`src/rtl/gpio_pad_pkg.sv`:
```
// gpio_pad_pkg: shared sequencer state encoding, default timing constants and step ordering helper
package gpio_pad_pkg;

    typedef enum logic [2:0] {
        S_OFF     = 3'd0,
        S_EN_H    = 3'd1,
        S_EN_RAIL = 3'd2,
        S_EN_INP  = 3'd3,
        S_ACTIVE  = 3'd4,
        S_HOLD    = 3'd5
    } pad_seq_state_t;

    localparam int DEF_SEQ_STEP_CYCLES = 16;
    localparam int DEF_DEB_CYCLES      = 8;

    // Power-up step that follows a timed step once its dwell time has elapsed
    function automatic pad_seq_state_t seq_next(input pad_seq_state_t s);
        case (s)
            S_EN_H:    return S_EN_RAIL;
            S_EN_RAIL: return S_EN_INP;
            S_EN_INP:  return S_ACTIVE;
            default:   return S_OFF;
        endcase
    endfunction

endpackage

```
`src/rtl/gpio_in_deb.sv`:
```
// gpio_in_deb: two-flop synchronizer and debounce filter for one asynchronous pad input
module gpio_in_deb
    import gpio_pad_pkg::*;
#(
    parameter int DEB_CYCLES = DEF_DEB_CYCLES
) (
    input  logic clk,
    input  logic rst_n,
    input  logic en,
    input  logic pad_in,
    output logic core_in
);

    localparam int CW = $clog2(DEB_CYCLES + 1);

    logic          s1;
    logic          s2;
    logic [CW-1:0] cnt;

    // Synchronize, then accept a new level only after DEB_CYCLES differing samples in a row
    always_ff @(posedge clk) begin
        if (!rst_n || !en) begin
            s1      <= 1'b0;
            s2      <= 1'b0;
            cnt     <= '0;
            core_in <= 1'b0;
        end else begin
            s1 <= pad_in;
            s2 <= s1;
            if (s2 == core_in) begin
                cnt <= '0;
            end else if (cnt == CW'(DEB_CYCLES - 1)) begin
                core_in <= s2;
                cnt     <= '0;
            end else begin
                cnt <= cnt + CW'(1);
            end
        end
    end

endmodule

```
`src/rtl/gpio_pad_ctrl.sv`:
```
// gpio_pad_ctrl: pad bank power-up sequencer, hold latch control, output drive and debounced input return
module gpio_pad_ctrl
    import gpio_pad_pkg::*;
#(
    parameter int N_PADS          = 8,
    parameter int SEQ_STEP_CYCLES = DEF_SEQ_STEP_CYCLES,
    parameter int DEB_CYCLES      = DEF_DEB_CYCLES
) (
    input  logic              clk,
    input  logic              rst_n,
    input  logic              pwr_good,
    input  logic              hold_req,
    input  logic [N_PADS-1:0] core_out,
    input  logic [N_PADS-1:0] core_oe,
    output logic [N_PADS-1:0] core_in,
    output logic [N_PADS-1:0] pad_do,
    output logic [N_PADS-1:0] pad_oe,
    input  logic [N_PADS-1:0] pad_in,
    output logic              enable_h,
    output logic              enable_vdda_h,
    output logic              enable_vswitch_h,
    output logic              enable_vddio,
    output logic              enable_inp_h,
    output logic              hold_h,
    output logic              ready
);

    localparam int SW = $clog2(SEQ_STEP_CYCLES + 1);

    pad_seq_state_t state;
    pad_seq_state_t state_nxt;
    logic [SW-1:0]  step_cnt;
    logic [SW-1:0]  step_cnt_nxt;
    logic           step_done;
    logic           rail_on;
    logic           inp_on;

    assign step_done = step_cnt == SW'(SEQ_STEP_CYCLES - 1);
    assign rail_on   = state_nxt inside {S_EN_RAIL, S_EN_INP, S_ACTIVE, S_HOLD};
    assign inp_on    = state_nxt inside {S_EN_INP, S_ACTIVE, S_HOLD};

    // Next state: supply loss wins over everything, timed steps advance when the dwell counter expires
    always_comb begin
        state_nxt    = state;
        step_cnt_nxt = '0;
        if (!pwr_good) begin
            state_nxt = S_OFF;
        end else begin
            case (state)
                S_OFF: state_nxt = S_EN_H;
                S_EN_H, S_EN_RAIL, S_EN_INP: begin
                    state_nxt    = step_done ? seq_next(state) : state;
                    step_cnt_nxt = step_done ? '0 : step_cnt + SW'(1);
                end
                S_ACTIVE: state_nxt = hold_req ? S_HOLD : S_ACTIVE;
                S_HOLD:   state_nxt = hold_req ? S_HOLD : S_ACTIVE;
                default:  state_nxt = S_OFF;
            endcase
        end
    end

    // State, step counter and registered rail/hold/ready outputs decoded from the next state
    always_ff @(posedge clk) begin
        if (!rst_n) begin
            state            <= S_OFF;
            step_cnt         <= '0;
            enable_h         <= 1'b0;
            enable_vdda_h    <= 1'b0;
            enable_vswitch_h <= 1'b0;
            enable_vddio     <= 1'b0;
            enable_inp_h     <= 1'b0;
            hold_h           <= 1'b1;
            ready            <= 1'b0;
        end else begin
            state            <= state_nxt;
            step_cnt         <= step_cnt_nxt;
            enable_h         <= state_nxt != S_OFF;
            enable_vdda_h    <= rail_on;
            enable_vswitch_h <= rail_on;
            enable_vddio     <= rail_on;
            enable_inp_h     <= inp_on;
            hold_h           <= state_nxt != S_HOLD;
            ready            <= state_nxt == S_ACTIVE;
        end
    end

    // Pad drive follows the core only while ACTIVE; it freezes in HOLD and clears on supply loss
    always_ff @(posedge clk) begin
        if (!rst_n || !pwr_good) begin
            pad_do <= '0;
            pad_oe <= '0;
        end else if (state == S_ACTIVE) begin
            pad_do <= core_out;
            pad_oe <= core_oe;
        end
    end

    for (genvar g = 0; g < N_PADS; g++) begin : g_pad
        gpio_in_deb #(
            .DEB_CYCLES(DEB_CYCLES)
        ) u_deb (
            .clk    (clk),
            .rst_n  (rst_n),
            .en     (enable_inp_h),
            .pad_in (pad_in[g]),
            .core_in(core_in[g])
        );
    end

endmodule

```
`config.mk`:
```
export PLATFORM = sky130hd
export DESIGN_NAME = gpio_pad_ctrl
export DESIGN_NICKNAME = d
export VERILOG_FILES = /design/src/rtl/gpio_pad_pkg.sv /design/src/rtl/gpio_in_deb.sv /design/src/rtl/gpio_pad_ctrl.sv
export SDC_FILE = /design/constraint.sdc
export NUM_CORES = 1
export LEC_CHECK = 0
export CAP_MARGIN = 15
export CORE_UTILIZATION = 65
export CTS_CLUSTER_DIAMETER = 120
export CTS_CLUSTER_SIZE = 30
export DETAILED_ROUTE_END_ITERATION = 16
export DONT_BUFFER_PORTS = 1
export PLACE_DENSITY = 0.81
export SLEW_MARGIN = 10
export SYNTH_ARGS = -nofsm -noshare
export SYNTH_HDL_FRONTEND = slang
export SYNTH_SLANG_ARGS = --single-unit
```
`constraint.sdc`:
```
create_clock -name clk -period 3.3 [get_ports clk]
set_input_delay 0.495 -clock clk [delete_from_list [all_inputs] [get_ports clk]]
set_output_delay 0.495 -clock clk [all_outputs]
set_load 0.01 [all_outputs]
```
## After elaboration in Yosys (flattened, before gate mapping)

Cells that the tools add are included.
W data, S select, Z words.

- Add/sub/neg operators: 9
- Equality and inequality tests: 27
- Muxes and demuxes: 5
- Bitwise gates (word level): 11
- Reduce and logical (&&, ||, !) cells: 28

Operators with widths:

| operator | count |
|---|---|
| $add A4 B1 Y4 const B | 8 |
| $eq A4 B3 Y1 const B | 8 |
| $reduce_or A3 Y1 | 9 |
| $pmux W3 S3 | 2 |
| $reduce_and A2 Y1 | 8 |
| $eq A3 B2 Y1 const B | 4 |
| $eq A3 B3 Y1 const B | 4 |
| $not A1 Y1 | 11 |
| $eq A1 B1 Y1 | 8 |
| $mux W3 | 2 |
| $reduce_bool A3 Y1 | 2 |
| $add A5 B1 Y5 const B | 1 |
| $eq A5 B4 Y1 const B | 1 |
| $reduce_bool A4 Y1 | 1 |
| $reduce_or A4 Y1 | 1 |
| $eq A3 B1 Y1 const B | 1 |
| $logic_not A1 Y1 | 3 |
| $logic_not A3 Y1 | 1 |
| $ne A3 B3 Y1 const B | 1 |
| $logic_or A1 B1 Y1 | 2 |
| $reduce_or A2 Y1 | 1 |
| $mux W1 | 1 |

- Flip-flop bits (word level): 85
- Bits of input ports: 28
- Output and inout port bits: 31
- Word-level logic and storage cells: 121

## Depth between registers and ports, before layout

Gate-level depths: netlist of the first run.

- Word-level depth: 7
- Depth in mapped cells: 6
- Gate-level depth less buffers: 6

## Hierarchy

A second synthesis of the first run with hierarchy kept.

- Cells, all modules: 317
- Area total of the unflattened synthesis: 3143.0 sq um

By module, submodules not included:

| module | instances | cells each | area each (sq um) | sequential area each (sq um) |
|---|---|---|---|---|
| gpio_in_deb | 8 | 24 | 255.2 | 140.1 |
| gpio_pad_ctrl | 1 | 125 | 1101.1 | 580.6 |

## Worst setup path before layout of the first run

OpenSTA, ideal clock, no wires.

- Path type: register to register
- Start point: reg step_cnt[0]
- End point: reg hold_h
- Library setup time: 0.127 ns
- Arrival: 1.795 ns
- Data required time: 3.173 ns
- Slack: 1.378 ns
- Stages on the path, launching flop included: 7
- Path buffers: 0
- Period minus slack after synthesis: 1.922 ns
- Cells stage by stage: dfxtp_1 -> ha_1 -> and3_1 -> ha_1 -> and3b_1 -> a2111oi_4 -> or3b_1

- Longest elaborated chain between the ends: 5

RTL lines:

| element | RTL line | source |
|---|---|---|
| from (decl) | gpio_pad_ctrl.sv:32 | `logic [SW-1:0] step_cnt;` |
| from (signal assigned) | gpio_pad_ctrl.sv:76 | `step_cnt <= step_cnt_nxt;` |
| $eq A5 B4 Y1 | gpio_pad_ctrl.sv:38 | `assign step_done = step_cnt == SW'(SEQ_STEP_CYCLES - 1);` |
| $mux W3 | gpio_pad_ctrl.sv:52 | `state_nxt = step_done ? seq_next(state) : state;` |
| $pmux W3 S3 | gpio_pad_ctrl.sv:49 | `case (state)` |
| $mux W3 | gpio_pad_ctrl.sv:46 | `if (!pwr_good) begin` |
| $ne A3 B3 Y1 | gpio_pad_ctrl.sv:82 | `hold_h <= state_nxt != S_HOLD;` |
| to (signal assigned) | gpio_pad_ctrl.sv:72 | `hold_h <= 1'b1;` |
| to (signal assigned) | gpio_pad_ctrl.sv:82 |  |
| to (decl) | gpio_pad_ctrl.sv:24 | `output logic hold_h,` |

No other way between the ends.
A chain may end at the register's enable or synchronous reset.

## Worst setup path in the final report of the first run

Ends and elaborated chain as after synthesis.

==> flow_summary.yaml, run 1 <==
outcome:
  run_status: "complete, no violations"
sta:
  slew_violations: 0
  tns_ps: 0
  period_needed_ps: 2030
  final-hold-violation-count: 0
  relSlewSlack_pct: 39.5
  max_clock_freq_mhz: 494
  rsz0062_at_grt: "false"
  max_slew.worst_pin.slew_ps: 904
  min_period_over_period_pct: 61.4
  skew_ps: 7.62
  finalSetupViolations: 0
cts:
  cts_tree: "yes"
  post_cts_resized: 0
  hold_buffers: 0
  cts_sinks: 85
  clock_latency_ps: 350
  cts.htree.levels: 3
  root_buffer: "clkbuf_8"
  clk_pin_slew_ps: 80
  cts_made_buffers: 9
  postCtsSetupBuffers: 0
  clock_path_buffers: 2
synthesis:
  postSynth.asyncResetShare_pct: 0
  yosys_warnings: 0
  ys_types: 28
  ys_ff_latch: 85
  yosysSeqAreaShare_pct: 54.2
  syn-num-nets: 363
  postSynthCellCount: 325
  synth_edf_count: 0
  synthFlopType: "dfxtp_1"
  synth_commonest_cells: "dfxtp_1, nor2_1, nand2_1"
  synth_most_common_cell: "dfxtp_1"
  synth_top_area_share_pct: 54.2
  synth_area_leaders: "dfxtp_1, xor2_1, and3_1, nor2_1, nand2_1"
  avgSynthCellArea_um2: 9.67
  syn-cell-area_um2: 3140
  synth_top_cell_by_area: "dfxtp_1"
power:
  ir_worst_vdd_mv: 0.386
  powerDensity_nw_per_um2: 545
  p_total_uw: 1790
  comb_power_share_pct: 0.5
  leakage_uw: 0.00145
  power_switching_uw: 347
  pwr-share-seq_pct: 57.5
  p_sw_share_pct: 19.4
  p_int_uw: 1440
  clkPwrFrac_pct: 41.9
grt:
  grt_pass1_vias: 1939
  grt_max_degree: 24
  grt_usage_pct: 20.8
  grt_pass1_wl_um: 8080
  antenna_found_initial: 0
  grt_overflow: 0
placement:
  dp_hpwl_um: 3340
  gp_congestion: 0.764
  io_buffer_count: 0
final_layout:
  drive_gt1_share_pct: 5.66
  area_growth_pct: 4.42
  diodes: 0
  layout.nets: 351
  final_core_util_pct: 72.8
route:
  wire_per_inst_um: 13.2
  ant_nets: 0
  drt-initial-drc-count: 72
  drc_errors: 0
  vias_per_cell: 5.46
  dr.pass1.iters: 4
  drt-total-wl_um: 4880
  via_count: 2022
hold_path:
  hold_class: "input port to flip-flop"
  worst_hold_startpoint: "rst_n"
worst_setup_path:
  worstSetupEndpointType: "flip-flop"
  cp-start-kind: "flip-flop"
  path_class: "flip-flop to flip-flop"
  reg2reg_from: "step_cnt[0]"
  critPathMaxFanout: 6
  startpoint: "step_cnt[0]"
  cp.required_ps: 3540
  crit_arrival_ps: 2270
floorplan:
  die_area_um2: 5120
  start_util_pct: 69.7
  die_w_um: 71.5
  core-area_um2: 4500
  io_pins: 59
  fp.dieH_um: 71.5
  rows: 24
run:
  cap_violations: 0
[worst max-delay path, stage by stage (launching register included)]
cell and delay (ps):
dfxtp_1 330, ha_1 220, and3_1 190, ha_1 230, and3b_1 230, a2111oi_4 350
or3b_1 370
[final timing paths]
kind | to | cells past startpoint | slack, ps
max | hold_h | 6 | 1270
min | state[0] | 1 | 270
max reg2reg | hold_h | 6 | 1270
min reg2reg | step_cnt[0] | 1 | 450
[cell type report]
type | count | area (µm²)
Inverter | 11 | 41.3
Fill cell | 335 | 1220
Multi-Input combinational cell | 206 | 1260
Clock inverter | 3 | 42.5
Tap cell | 52 | 65.1
Sequential cell | 85 | 1700
Clock buffer | 13 | 169
[through the flow]
step           worst slack, ps  instance area, µm²  hold slack (ps)  instances
2_1_floorplan             1380                3140              418        325
3_3_place_gp              1330                3070              426        354
3_5_place_dp              1280                3070              438        354
4_1_cts                   1270                3280              247        370
5_1_grt                   1190                3280              244        370
6_report                  1270                3280              265        370
[flip-flops by register name, indices dropped and copies added, names as in the netlist]
signal               count
g_pad.u_deb.core_in      8
g_pad.u_deb.cnt         32
g_pad.u_deb.s2           8
g_pad.u_deb.s1           8
step_cnt                 5
enable_h                 1
hold_h                   1
ready                    1
enable_inp_h             1
pad_do                   8
enable_vddio             1
state                    3
pad_oe                   8
[per-layer routing]
layer | vias up | global-route usage, % | share of wire [%]
met5 | - | 0 | 0
met4 | 0 | 7.84 | 1.5
met3 | 8 | 11.7 | 7.8
met2 | 44 | 35.3 | 49
met1 | 936 | 21.4 | 42
li1 | 1034 | - | -
[power groups by stage]
stage	Clock [µW]	Combinational (µW)	Sequential, µW
final	749	9.68	1030
after global routing	815	10.6	1030
after CTS	768	9.74	1030
after detailed placement	0	9.68	1050
after global placement	0	9.55	1050
after floorplan	0	12.3	1050
[cells in the final DEF, fill, tap and decap left out, drive strengths merged, types with 2 or more instances in the layout]
cell	instances
nor2	41
nand2	35
xor2	26
nor3	2
ha	10
and2	2
nor2b	3
dfxtp	85
inv	11
a21oi	18
clkbuf	13
nand3b	8
nand3	17
or3b	2
and3	25
mux2i	8
[cells by family after synthesis]
| group | count (synthesis) | share of synthesized area [%] |
|---|---|---|
| and+or+nand+nor | 139 | 21.7 |
| AOI/OAI and AO/OA | 22 | 4.42 |
| muxes | 8 | 2.55 |
| adders and majority gates | 10 | 3.98 |
| buffers and inverters | 34 | 5.69 |
| xor gates and xnor gates | 27 | 7.53 |
| DFF | 85 | 54.2 |
Power figures use the tool's default switching activity.
==> inputs of run 2 (changes only) <==
ABC_AREA = 1   (was default)
CORE_UTILIZATION = 62   (was 65)
PLACE_DENSITY = 0.78   (was 0.81)
clock period = 1.98 ns   (was 3.3 ns; I/O delays follow)
==> run 2 against run 1 <==
Total power is 69% higher. Sequential power up 66%. Cell area grew 2.8%. Sequential share of layout area is 1.4 points lower. Wire length rose by 2.5%. Global-route usage is 0.098 points lower. Non-clock buffer count stayed put. Die area is 6.1% higher. Sequential cell count is the same. First-iteration DRC count shrank 19%. Largest cell class unchanged. Largest power group unchanged.
==> flow_summary.yaml, run 2 <==
outcome:
  run_status: "complete, no violations"
sta:
  rsz0062_at_grt: "false"
  max_clock_freq_mhz: 662
  finalSetupViolations: 0
  skew_ps: 9.64
  max_slew.worst_pin.slew_ps: 453
  period_needed_ps: 1510
  tns_ps: 0
  min_period_over_period_pct: 76.3
  relSlewSlack_pct: 69.8
  slew_violations: 0
  final-hold-violation-count: 0
floorplan:
  io_pins: 59
  start_util_pct: 65.7
  die_w_um: 73.7
  rows: 25
  core-area_um2: 4850
  die_area_um2: 5430
  fp.dieH_um: 73.7
synthesis:
  avgSynthCellArea_um2: 8.23
  syn-cell-area_um2: 3190
  yosys_warnings: 0
  ys_ff_latch: 85
  ys_types: 25
  synth_most_common_cell: "nor2_1"
  synth_top_area_share_pct: 53.4
  synth_top_cell_by_area: "dfxtp_1"
  yosysSeqAreaShare_pct: 53.4
  postSynth.asyncResetShare_pct: 0
  postSynthCellCount: 387
  synthFlopType: "dfxtp_1"
  synth_area_leaders: "dfxtp_1, nor2_1, inv_1, o21ai_0, ha_1"
  synth_commonest_cells: "nor2_1, dfxtp_1, inv_1"
  synth_edf_count: 0
  syn-num-nets: 425
power:
  p_sw_share_pct: 19.2
  comb_power_share_pct: 0.8
  p_total_uw: 3010
  leakage_uw: 0.00139
  powerDensity_nw_per_um2: 894
  power_switching_uw: 578
  ir_worst_vdd_mv: 0.597
  clkPwrFrac_pct: 42.3
  p_int_uw: 2440
  pwr-share-seq_pct: 56.8
cts:
  clock_path_buffers: 2
  post_cts_resized: 0
  cts_sinks: 85
  clock_latency_ps: 340
  hold_buffers: 0
  cts_made_buffers: 9
  clk_pin_slew_ps: 80
  root_buffer: "clkbuf_8"
  cts_tree: "yes"
  cts.htree.levels: 3
  postCtsSetupBuffers: 0
route:
  drt-initial-drc-count: 58
  drt-total-wl_um: 5010
  drc_errors: 0
  via_count: 2223
  dr.pass1.iters: 4
  vias_per_cell: 4.90
  ant_nets: 0
  wire_per_inst_um: 11.0
grt:
  grt_overflow: 0
  grt_max_degree: 18
  grt_usage_pct: 20.7
  grt_pass1_wl_um: 8360
  antenna_found_initial: 0
  grt_pass1_vias: 2119
final_layout:
  regMostFlops: "g_pad.u_deb.cnt"
  diodes: 0
  layout_common_cells: "nor2_1, dfxtp_1, inv_1, nand2_1, o21ai_0"
  multiInputGateArea_um2: 1190
  largest_reg_flops: 32
  final_common_cell: "nor2_1"
  drive_gt1_share_pct: 7.24
  fin_cells: 454
  seq_area_um2: 1700
  layout.nets: 421
  fillCellCount: 389
  area_growth_pct: 5.85
worst_setup_path:
  cp-start-kind: "flip-flop"
  path_class: "flip-flop to flip-flop"
  cp.required_ps: 2260
  worstSetupEndpointType: "flip-flop"
  critPathMaxFanout: 4
  crit_arrival_ps: 1790
hold_path:
  hold_class: "input port to flip-flop"
run:
  cap_violations: 0
placement:
  dpl.cell_count: 439
  gp_congestion: 0.770
  dp_hpwl_um: 3550
  io_buffer_count: 0
## run 2: logic make-up (layout without fill, tap and decap cells)
kind of cell	count (synthesis)	count (layout)	share of synthesized area (%)
compound gates	49	49	8.17
simple gates	164	164	20.7
buf+inv	63	63	9.35
xor+xnor	16	16	4.40
flops	85	85	53.4
fa+ha+maj	10	10	3.93
## run 2: worst paths after layout
check,startpoint,endpoint,slack (ps),depth (start not counted)
worst max-delay path,step_cnt[0],enable_inp_h,470,10
worst min-delay path,pad_in[0],g_pad[0].u_deb.s1,60,2
worst max register to register,step_cnt[0],enable_inp_h,470,10
worst min register to register,g_pad[1].u_deb.s1,g_pad[1].u_deb.s2,400,2
## run 2: critical path: stages (launching register included)
cell,delay (ps)
dfxtp_1,360
ha_1,180
nand2_1,70
nor2_1,90
ha_1,190
nand3_1,110
nand2_1,80
nand2_1,100
o21ai_0,100
nand2_1,80
nor2_1,90
## run 2: per-layer routing
| layer | track usage [%] | vias to the layer above | wire [µm] |
|---|---|---|---|
| li1 | - | 1187 | - |
| met1 | 21.7 | 987 | 2260 |
| met2 | 35.8 | 43 | 2400 |
| met3 | 9.47 | 6 | 298 |
| met4 | 8.33 | 0 | 52 |
| met5 | 0 | - | 0 |
## run 2: power groups by stage
stage,Combinational (µW),Sequential [µW],Clock (µW)
finish,24.7,1710,1280
global placement,24.5,1750,0
global route,29.2,1710,1380
CTS,24.9,1710,1310
detailed placement,24.6,1750,0
floorplan,20.9,1750,0
## run 2: final cells by class
class                   count  area share, %
flip-flops and latches     85           50.5
multi-input cells         239           35.2
inverters                  48           5.42
well taps                  67           2.49
clock inverters             2           1.15
clock buffers              13           5.31
## run 2: stage by stage
stage	setup slack (ps)	instance area (µm²)	hold slack (ps)	util, %
2_1_floorplan	639	3190	394	-
3_3_place_gp	565	3150	394	65.1
3_5_place_dp	505	3150	401	65.1
4_1_cts	472	3370	42.1	69.5
5_1_grt	275	3370	41.5	69.5
6_report	470	3370	61.1	69.5
==> inputs of run 3 (changes only) <==
clock period = 1.5 ns   (was 1.98 ns; I/O delays follow)
==> run 3 against run 2 <==
Final cell count is 3.5% higher. Largest cell class unchanged. Critical endpoint unchanged. Worst setup slack worse by 410 ps. Via count up 4.2%.
==> flow_summary.yaml, run 3 (synthesis gave the netlist of run 2 again) <==
worst_setup_path:
  cp.required_ps: 1780
  crit_arrival_ps: 1720
  cp_slowest_cell: "dfxtp_2"
  max_stage_delay_ps: 360
  path_class: "flip-flop to flip-flop"
  worstSetupEndpointType: "flip-flop"
  path_cells: "ha_4 > nand2_4 > nor2_4 > ha_4 > nand2_2 > nand2_2 > nand2_2 > o21ai_2 > nand2_1 > nor2_1"
  reg2reg_slack_ps: 60
  crit_top_cell: "nand2_2"
  cp-start-kind: "flip-flop"
  critPathMaxFanout: 3
final_layout:
  fin_area_um2: 3590
  fillCellCount: 347
  diodes: 0
  final_core_util_pct: 74.0
  final_common_cell: "nor2_1"
  largest_reg_flops: 32
  multiInputGateArea_um2: 1270
  drive_gt1_share_pct: 13.2
  layout.nets: 436
  layout_common_cells: "nor2_1, dfxtp_1, inv_1, o21ai_0, nand2_1"
  seq_area_um2: 1700
  area_growth_pct: 12.6
  regMostFlops: "g_pad.u_deb.cnt"
floorplan:
  io_pins: 59
  die_w_um: 73.7
  die_area_um2: 5430
  start_util_pct: 65.7
  fp.dieH_um: 73.7
  core-area_um2: 4850
  rows: 25
route:
  ant_nets: 0
  via_count: 2316
  drc_errors: 0
  drt-total-wl_um: 5430
  wire_per_inst_um: 11.5
  drt-initial-drc-count: 66
  dr.pass1.iters: 4
  vias_per_cell: 4.93
cts:
  cts.htree.levels: 3
  root_buffer: "clkbuf_8"
  clk_pin_slew_ps: 80
  cts_sinks: 85
  cts_tree: "yes"
  clock_latency_ps: 340
  clock_path_buffers: 2
  cts_made_buffers: 9
sta:
  slew_violations: 0
  tns_ps: 0
  max_clock_freq_mhz: 696
  relSlewSlack_pct: 74.1
  skew_ps: 9.50
  final-hold-violation-count: 0
  min_period_over_period_pct: 95.7
  finalSetupViolations: 0
  max_slew.worst_pin.slew_ps: 389
  fin_ws_ps: 63.9
  period_needed_ps: 1440
grt:
  grt_pass1_vias: 2174
  grt_usage_pct: 20.8
  antenna_found_initial: 0
  grt_overflow: 0
  grt_pass1_wl_um: 8540
  grt_max_degree: 18
placement:
  post-place-ws_ps: 14.5
  gp_congestion: 0.766
  io_buffer_count: 0
  dp_hpwl_um: 3560
  placed_area_um2: 3170
outcome:
  run_status: "complete, no violations"
power:
  ir_worst_vdd_mv: 0.777
  powerDensity_nw_per_um2: 1110
  leakage_uw: 0.00148
hold_path:
  hold_class: "input port to flip-flop"
run:
  cap_violations: 0
-- run 3: cell types whose count changed in the layout (fill, tap and decap cells not counted), moves of 6 or more --
cell	previous run	this run
buf_4	0	7
dlygate4sd3_1	0	8
nand2_2	3	9
nand2_1	32	24
-- run 3: routing by layer --
| metal | GRT usage, % | share of wire, % | vias up |
|---|---|---|---|
| met4 | 12.2 | 1.9 | 0 |
| met2 | 36.6 | 47 | 48 |
| met3 | 5.35 | 5.4 | 12 |
| li1 | - | - | 1216 |
| met5 | 0 | 0 | - |
| met1 | 22.5 | 45 | 1040 |
-- run 3: path summary, 6_finish.rpt --
path | cells past startpoint | start | end
max | 10 | step_cnt[1] | enable_inp_h
min | 2 | core_out[1] | pad_do[1]
max reg2reg | 10 | step_cnt[1] | enable_inp_h
min reg2reg | 2 | g_pad[0].u_deb.s1 | g_pad[0].u_deb.s2
-- run 3: worst max-delay path, delay by kind of cell (launching register included) --
family | cells | cell delay, ps
compound gates | 1 | 100
fa+ha+maj | 2 | 330
flops | 1 | 360
simple gates | 7 | 570
-- run 3: final cells by class --
| cell class | instances | area share, % |
|---|---|---|
| inverters | 48 | 5.20 |
| multi-input cells | 239 | 35.4 |
| clock inverters | 3 | 1.19 |
| clock buffers | 13 | 4.71 |
| repair buffers | 15 | 3.70 |
| flip-flops and latches | 85 | 47.5 |
| well taps | 67 | 2.34 |
-- run 3: per-stage QoR --
step / power (µW) / instances / hold WS, ps
2_1_floorplan: 2340 / 387 / 337
3_3_place_gp: 2350 / 441 / 340
3_5_place_dp: 2350 / 441 / 341
4_1_cts: 3990 / 465 / 1.74
5_1_grt: 4110 / 470 / -1.71
6_report: 3970 / 470 / 13.9
-- run 3: power by group --
part	leakage [µW]	total [µW]	switching, µW	internal, µW
Sequential	0.000686	2260	5.67	2260
Clock	0.000106	1650	749	904
Combinational	0.000686	58.0	30.8	27.2
Total	0.00148	3970	785	3190
-- run 3: repair_timing --
action                                  CTS  global route
endpoints found under the hold margin     8             0
pin swaps                                 0             9
resized for setup                         2            23
hold buffers                              8             0
buffers inserted                          0             5
endpoints found under the setup margin    1            17
